$ cat src/rtl/sysmem_arb_pkg.sv
// ---------------------------------------------------------------------------
// sysmem_arb_pkg
// Shared types and helpers for the system-memory arbiter slice.
//   arb_state_t  : arbiter FSM states (IDLE, ACK)
//   grant_id_t   : one-bit master identifier (GNT_M0 / GNT_M1)
//   region_t     : address-decode result (RAM, MMIO, UNMAPPED)
//   decode_addr  : classifies a byte address against the RAM window and
//                  the output-byte register address
// ---------------------------------------------------------------------------
package sysmem_arb_pkg;

    typedef enum logic {
        IDLE = 1'b0,
        ACK  = 1'b1
    } arb_state_t;

    typedef logic grant_id_t;

    localparam grant_id_t GNT_M0 = 1'b0;
    localparam grant_id_t GNT_M1 = 1'b1;

    localparam logic [31:0] MMIO_ADDR_DEFAULT = 32'h1000_0000;

    typedef enum logic [1:0] {
        REGION_RAM      = 2'd0,
        REGION_MMIO     = 2'd1,
        REGION_UNMAPPED = 2'd2
    } region_t;

    // The RAM window is bytes 0 .. 4*2^addr_w-1, so an address is inside it
    // exactly when every bit above the byte-in-window field is zero.
    function automatic region_t decode_addr(input logic [31:0] addr,
                                            input int          addr_w,
                                            input logic [31:0] mmio_addr);
        region_t region;
        if ((addr >> (addr_w + 2)) == 32'd0) begin
            region = REGION_RAM;
        end else if (addr == mmio_addr) begin
            region = REGION_MMIO;
        end else begin
            region = REGION_UNMAPPED;
        end
        return region;
    endfunction

endpackage

$ cat src/rtl/arb_rr2.sv
// ---------------------------------------------------------------------------
// arb_rr2
// Two-requester picker. A lone request always wins; a tie goes to the
// requester that did not win last time (round-robin), or to requester 0
// when SYSMEM_ARB_FIXED_PRIO_EN is defined.
// Optional macro: SYSMEM_ARB_FIXED_PRIO_EN (fixed priority, m0 wins ties).
// Ports:
//   req[1:0]   in   request lines, bit i = master i
//   last_grant in   id of the most recently granted master
//   enable     in   picker may grant this cycle
//   gnt_valid  out  a grant is issued this cycle
//   gnt_id     out  id of the granted master
// ---------------------------------------------------------------------------
module arb_rr2
    import sysmem_arb_pkg::*;
(
    input  logic [1:0] req,
    input  grant_id_t  last_grant,
    input  logic       enable,
    output logic       gnt_valid,
    output grant_id_t  gnt_id
);

`ifdef SYSMEM_ARB_FIXED_PRIO_EN
    // History is irrelevant under fixed priority; keep the input visibly sunk.
    grant_id_t unused_last_grant;
    assign unused_last_grant = last_grant;
`endif

    // Purely combinational pick; the caller registers the winner.
    always_comb begin
        gnt_valid = enable && (req != 2'b00);
        gnt_id    = GNT_M0;
        if (req == 2'b10) begin
            gnt_id = GNT_M1;
        end else if (req == 2'b11) begin
`ifdef SYSMEM_ARB_FIXED_PRIO_EN
            gnt_id = GNT_M0;
`else
            gnt_id = (last_grant == GNT_M0) ? GNT_M1 : GNT_M0;
`endif
        end
    end

endmodule

$ cat src/rtl/sysmem_arbiter.sv
// ---------------------------------------------------------------------------
// sysmem_arbiter
// Shares a single-port byte-writable RAM and the out_byte register between
// two native-interface masters (m0 = CPU, m1 = loader / debug DMA).
// Each access takes two cycles: grant (IDLE, RAM driven from the winning
// request) then ACK (ready pulse, read data returned, MMIO write applied).
// Optional macro: SYSMEM_ARB_FIXED_PRIO_EN (m0 wins every tie).
// Ports:
//   clk, resetn                        clock, async active-low reset
//   m0_/m1_ valid, addr, wdata, wstrb  master requests (wstrb 0 = read)
//   m0_/m1_ ready, rdata               one-cycle completion and read data
//   ram_en, ram_we, ram_addr, ram_wdata, ram_rdata
//                                      RAM port (read data 1-cycle latency)
//   out_byte, out_byte_en              output byte register and write strobe
// ---------------------------------------------------------------------------
module sysmem_arbiter
    import sysmem_arb_pkg::*;
#(
    parameter int          ADDR_W    = 10,
    parameter logic [31:0] MMIO_ADDR = MMIO_ADDR_DEFAULT
) (
    input  logic              clk,
    input  logic              resetn,
    input  logic              m0_valid,
    input  logic [31:0]       m0_addr,
    input  logic [31:0]       m0_wdata,
    input  logic [3:0]        m0_wstrb,
    output logic              m0_ready,
    output logic [31:0]       m0_rdata,
    input  logic              m1_valid,
    input  logic [31:0]       m1_addr,
    input  logic [31:0]       m1_wdata,
    input  logic [3:0]        m1_wstrb,
    output logic              m1_ready,
    output logic [31:0]       m1_rdata,
    output logic              ram_en,
    output logic [3:0]        ram_we,
    output logic [ADDR_W-1:0] ram_addr,
    output logic [31:0]       ram_wdata,
    input  logic [31:0]       ram_rdata,
    output logic [7:0]        out_byte,
    output logic              out_byte_en
);

    arb_state_t  state;
    arb_state_t  next_state;
    grant_id_t   last_grant;
    grant_id_t   gnt_id;
    logic        gnt_valid;

    grant_id_t   lat_id;
    logic [31:0] lat_addr;
    logic [3:0]  lat_wstrb;
    logic [7:0]  lat_wbyte;

    logic [31:0] sel_addr;
    logic [31:0] sel_wdata;
    logic [3:0]  sel_wstrb;
    region_t     sel_region;
    region_t     lat_region;
    logic [31:0] ack_rdata;
    logic        ack_mmio_wr;

    // Grants are only issued from IDLE, so ACK cycles never see a new winner.
    arb_rr2 u_pick (
        .req        ({m1_valid, m0_valid}),
        .last_grant (last_grant),
        .enable     (state == IDLE),
        .gnt_valid  (gnt_valid),
        .gnt_id     (gnt_id)
    );

    // Route the winning master's request toward the RAM and the latches.
    always_comb begin
        sel_addr   = (gnt_id == GNT_M1) ? m1_addr  : m0_addr;
        sel_wdata  = (gnt_id == GNT_M1) ? m1_wdata : m0_wdata;
        sel_wstrb  = (gnt_id == GNT_M1) ? m1_wstrb : m0_wstrb;
        sel_region = decode_addr(sel_addr, ADDR_W, MMIO_ADDR);
    end

    // The RAM is driven straight from the request in the grant cycle so its
    // registered read data lands exactly in the following ACK cycle.
    always_comb begin
        ram_en    = 1'b0;
        ram_we    = 4'b0000;
        ram_addr  = '0;
        ram_wdata = '0;
        if (gnt_valid && (sel_region == REGION_RAM)) begin
            ram_en    = 1'b1;
            ram_we    = sel_wstrb;
            ram_addr  = sel_addr[ADDR_W+1:2];
            ram_wdata = sel_wdata;
        end
    end

    // State register.
    always_ff @(posedge clk or negedge resetn) begin
        if (!resetn) begin
            state <= IDLE;
        end else begin
            state <= next_state;
        end
    end

    // ACK always lasts a single cycle, so the arbiter can never hang.
    always_comb begin
        next_state = state;
        case (state)
            IDLE:    if (gnt_valid) next_state = ACK;
            ACK:     next_state = IDLE;
            default: next_state = IDLE;
        endcase
    end

    // Transaction latches and round-robin history. Only the low write byte
    // is kept because RAM data has already been consumed in the grant cycle.
    // last_grant resets to m1 so that m0 wins the first tie.
    always_ff @(posedge clk or negedge resetn) begin
        if (!resetn) begin
            last_grant <= GNT_M1;
            lat_id     <= GNT_M0;
            lat_addr   <= '0;
            lat_wstrb  <= '0;
            lat_wbyte  <= '0;
            out_byte   <= '0;
        end else begin
            if (gnt_valid) begin
                last_grant <= gnt_id;
                lat_id     <= gnt_id;
                lat_addr   <= sel_addr;
                lat_wstrb  <= sel_wstrb;
                lat_wbyte  <= sel_wdata[7:0];
            end
            if (ack_mmio_wr) begin
                out_byte <= lat_wbyte;
            end
        end
    end

    // Completion side: ready, read data and the MMIO write strobe. Any
    // non-zero strobe counts as an MMIO write; unmapped accesses read zero.
    always_comb begin
        lat_region  = decode_addr(lat_addr, ADDR_W, MMIO_ADDR);
        ack_mmio_wr = (state == ACK) && (lat_region == REGION_MMIO) && (lat_wstrb != 4'b0000);
        ack_rdata   = '0;
        if (lat_wstrb == 4'b0000) begin
            case (lat_region)
                REGION_RAM:  ack_rdata = ram_rdata;
                REGION_MMIO: ack_rdata = {24'h000000, out_byte};
                default:     ack_rdata = '0;
            endcase
        end
        m0_ready    = (state == ACK) && (lat_id == GNT_M0);
        m1_ready    = (state == ACK) && (lat_id == GNT_M1);
        m0_rdata    = m0_ready ? ack_rdata : '0;
        m1_rdata    = m1_ready ? ack_rdata : '0;
        out_byte_en = ack_mmio_wr;
    end

endmodule

$ cat config.mk
export PLATFORM = sky130hd
export DESIGN_NAME = sysmem_arbiter
export DESIGN_NICKNAME = d
export VERILOG_FILES = /design/src/rtl/sysmem_arb_pkg.sv /design/src/rtl/arb_rr2.sv /design/src/rtl/sysmem_arbiter.sv
export SDC_FILE = /design/constraint.sdc
export NUM_CORES = 1
export LEC_CHECK = 0
export ABC_AREA = 1
export CORE_MARGIN = 5
export CORE_UTILIZATION = 35
export DETAILED_ROUTE_END_ITERATION = 10
export PLACE_DENSITY_LB_ADDON = 0.2
export SLEW_MARGIN = 5
export SYNTH_ARGS = -nofsm -noshare
export SYNTH_HDL_FRONTEND = slang
export SYNTH_HIERARCHICAL = 1
export SYNTH_SLANG_ARGS = --single-unit
$ cat constraint.sdc
create_clock -name clk -period 4.9 [get_ports clk]
set_input_delay 0.98 -clock clk [delete_from_list [all_inputs] [get_ports clk]]
set_output_delay 0.98 -clock clk [all_outputs]
set_load 0.02 [all_outputs]
==> flow_summary.json <==
{
  "outcome": "finished, final reports clean",
  "critPathLaunchType": "input port",
  "drive_above_1_share": 0.0712,
  "cts_tree": "built",
  "grt_start_max_net_pins": 78,
  "finalCriticalPeriod_ns": 4.57,
  "postRouteAntennaNets": 0,
  "start_util": 0.354,
  "clock_latency_ns": 0.29,
  "io_pins": 294,
  "min_to": "state",
  "cts_num_sinks": 55,
  "hpwl_um": 12800,
  "synthesis.instances": 560,
  "instances_no_fill": 972,
  "cts_resized": 0,
  "leakage_nw": 3.00,
  "min_from": "state",
  "reg2reg_slack_ns": 2.75,
  "grt_setup_unrepaired": "false",
  "arrival_ns": 3.59,
  "hold_viol_final": 0,
  "place.gp.congestion": 0.911,
  "timing.setup.tns_ns": 0,
  "drt_iter0_markers": 337,
  "path_delay_family": "buffers and inverters",
  "syn_area_per_cell_sq_um": 7.13,
  "end_kind": "output pin",
  "antenna_found_initial": 0,
  "r2r-start": "lat_wstrb[3]",
  "synth-seq-cells": 55,
  "cpPeakStageDelay_ns": 0.64,
  "route.detailed.drc": 0,
  "critPathBufInv": 5,
  "worstPathRequired_ns": 3.92,
  "fin_skew_ns": 0.00881,
  "vias": 4741,
  "post-route-period-util": 0.933,
  "setup_viol": 0,
  "dr.pass1.iters": 4,
  "h-tree-depth": 2,
  "maxSlewHeadroom": 0.241,
  "worst-path-max-fanout": 47,
  "cap_violations": 0,
  "num_antenna_cells": 0,
  "hold_path_depth": 1,
  "dieHeight_um": 117,
  "min_path_type": "reg2reg",
  "p_per_area_nw_per_um2": 268,
  "grt_remaining_overflow": 0,
  "avgRoutedWirePerCell_um": 16.1,
  "row_count": 39,
  "synth_nets": 732,
  "grt_pass1_vias": 4670,
  "tightest_slew_ns": 1.14,
  "io_buffer_count": 293,
  "fmax_ghz": 0.219,
  "synthesis.area_sq_um": 3990,
  "dieArea_sq_um": 13600,
  "core_sq_um": 11300,
  "yosysUniqueCellTypes": 29,
  "track_usage": 0.212,
  "cts_made_buffers": 5,
  "routed_via_density": 4.88,
  "path_cells": "clkdlybuf4s50_1, inv_1, a21oi_4, buf_12, nand2_1, o21ai_0, nand4_1, nor2_1, nand3_2, buf_12, nor2_1, clkdlybuf4s50_1",
  "peakVddDrop_uv": 195,
  "die_w_um": 117,
  "cts_hold_buffers": 0,
  "ys.warnings.count": 6,
  "area_delta_synth_final_pct": 79.1,
  "path_class": "in2out",
  "fin_nets": 1000,
  "grt_pass1_wl_um": 23000,
  "drv_slew": 0,
  "ys_seq_area_frac": 0.345,
  "clkTransAtPathRegs_ns": 0.07,
  "critPathLaunch": "m1_valid",
  "crit_path_top_delay_cell": "clkdlybuf4s50_1",
  "rr_worst_depth": 9,
  "dp_cells": 964,
  "wl_um": 15600,
  "cts-root-buf": "clkbuf_16",
  "cts_setup_buffers": 0,
  "r2r-end": "out_byte[5]",
  "ctsLongestPathBuffers": 2
}
## metrics by stage
stage / area, sq um / hold slack [ns] / util / power [W] / worst slack, ns
6_report: 7150 / 0.463 / 0.634 / 0.00192 / 0.327
5_1_grt: 7150 / 0.481 / 0.634 / 0.00206 / 0.134
4_1_cts: 7150 / 0.460 / 0.634 / 0.00193 / 0.298
3_5_place_dp: 6990 / 0.451 / 0.620 / 0.00156 / 0.300
3_3_place_gp: 6990 / 0.440 / 0.620 / 0.00154 / 0.328
2_1_floorplan: 3990 / 0.426 / - / 0.00126 / 1.53
## power by group
part           internal (W)  switching [W]  total (W)
Combinational      0.000320       0.000474   0.000794
Clock              0.000204       0.000159   0.000363
Sequential         0.000647       0.000112   0.000759
## layout make-up
class                           instances  area [sq um]
Timing Repair Buffer                  301          3010
Fill cell                            1012          4130
Clock buffer                            6           139
Tap cell                              143           179
Clock inverter                          2          16.3
Sequential cell                        55          1380
Inverter                               64           240
Multi-Input combinational cell        401          2180
## worst reg2reg max path, stage by stage, from the launching register on
cell	delay [ns]
dfrtp_1	0.39
nor2_1	0.07
nand2_1	0.07
buf_4	0.41
clkinv_1	0.38
nor2_1	0.20
nand3_2	0.19
clkinv_1	0.24
nand2_1	0.08
nand2_1	0.06
## metal layers
| metal | vias to the layer above | global-route usage | part of all wire |
|---|---|---|---|
| met5 | - | 0 | 0 |
| met2 | 212 | 0.366 | 0.49 |
| met3 | 33 | 0.0591 | 0.093 |
| li1 | 2389 | - | - |
| met4 | 0 | 0.0749 | 0.031 |
| met1 | 2107 | 0.252 | 0.39 |
## how the worst max path moves through the flow
stage / cells after the start / end / slack, ns
after floorplan: 11 / ram_addr[1] / 1.53
after global placement: 8 / ram_addr[7] / 0.33
after detailed placement: 12 / ram_we[0] / 0.30
after CTS: 12 / ram_we[0] / 0.30
after global routing: 12 / ram_we[0] / 0.13
final: 12 / ram_we[0] / 0.33
## registers in the layout, indices dropped and copies added (netlist names)
name and flops:
lat_wstrb 4, lat_wbyte 8, lat_addr 32, lat_id 1
state 1, out_byte 8, last_grant 1
## cell usage after synthesis, drive strengths merged
cell type | count | area share
a21oi | 1 | 0.0013
a31oi | 4 | 0.0063
buf | 16 | 0.029
clkbuf | 24 | 0.023
clkinv | 2 | 0.0019
dfrtp | 54 | 0.34
dfstp | 1 | 0.0066
inv | 62 | 0.058
mux2i | 46 | 0.12
nand2 | 120 | 0.11
nand3 | 12 | 0.016
nand4 | 14 | 0.022
nor2 | 91 | 0.11
nor3 | 2 | 0.0038
nor4 | 48 | 0.075
o21a | 1 | 0.0019
o21ai | 54 | 0.070
o22ai | 2 | 0.0031
or2 | 6 | 0.0094
## layout by cell type (no fill, tap or decap), types with 3 or more instances in the layout
cell             synthesis  layout
a31oi_1                  4       4
buf_4                    1       7
clkbuf_16                0       5
clkdlybuf4s50_1          0     291
dfrtp_1                 54      54
inv_1                   60      59
inv_2                    2       3
mux2i_1                 46      46
nand2_1                120     120
nand3_1                 11      10
nand4_1                 14      14
nor2_1                  60      60
nor2_2                  30      30
nor4_1                  48      48
o21ai_0                 43      43
o21ai_1                  9       9
or2_1                    5       5
## kinds of logic after synthesis
group / after synthesis / share of synthesized area
DFF: 55 / 0.345
AOI/OAI and AO/OA: 62 / 0.0822
buffers and inverters: 104 / 0.111
muxes: 46 / 0.115
and+or+nand+nor: 293 / 0.346
Note: power is estimated with default switching activity, not from simulation.
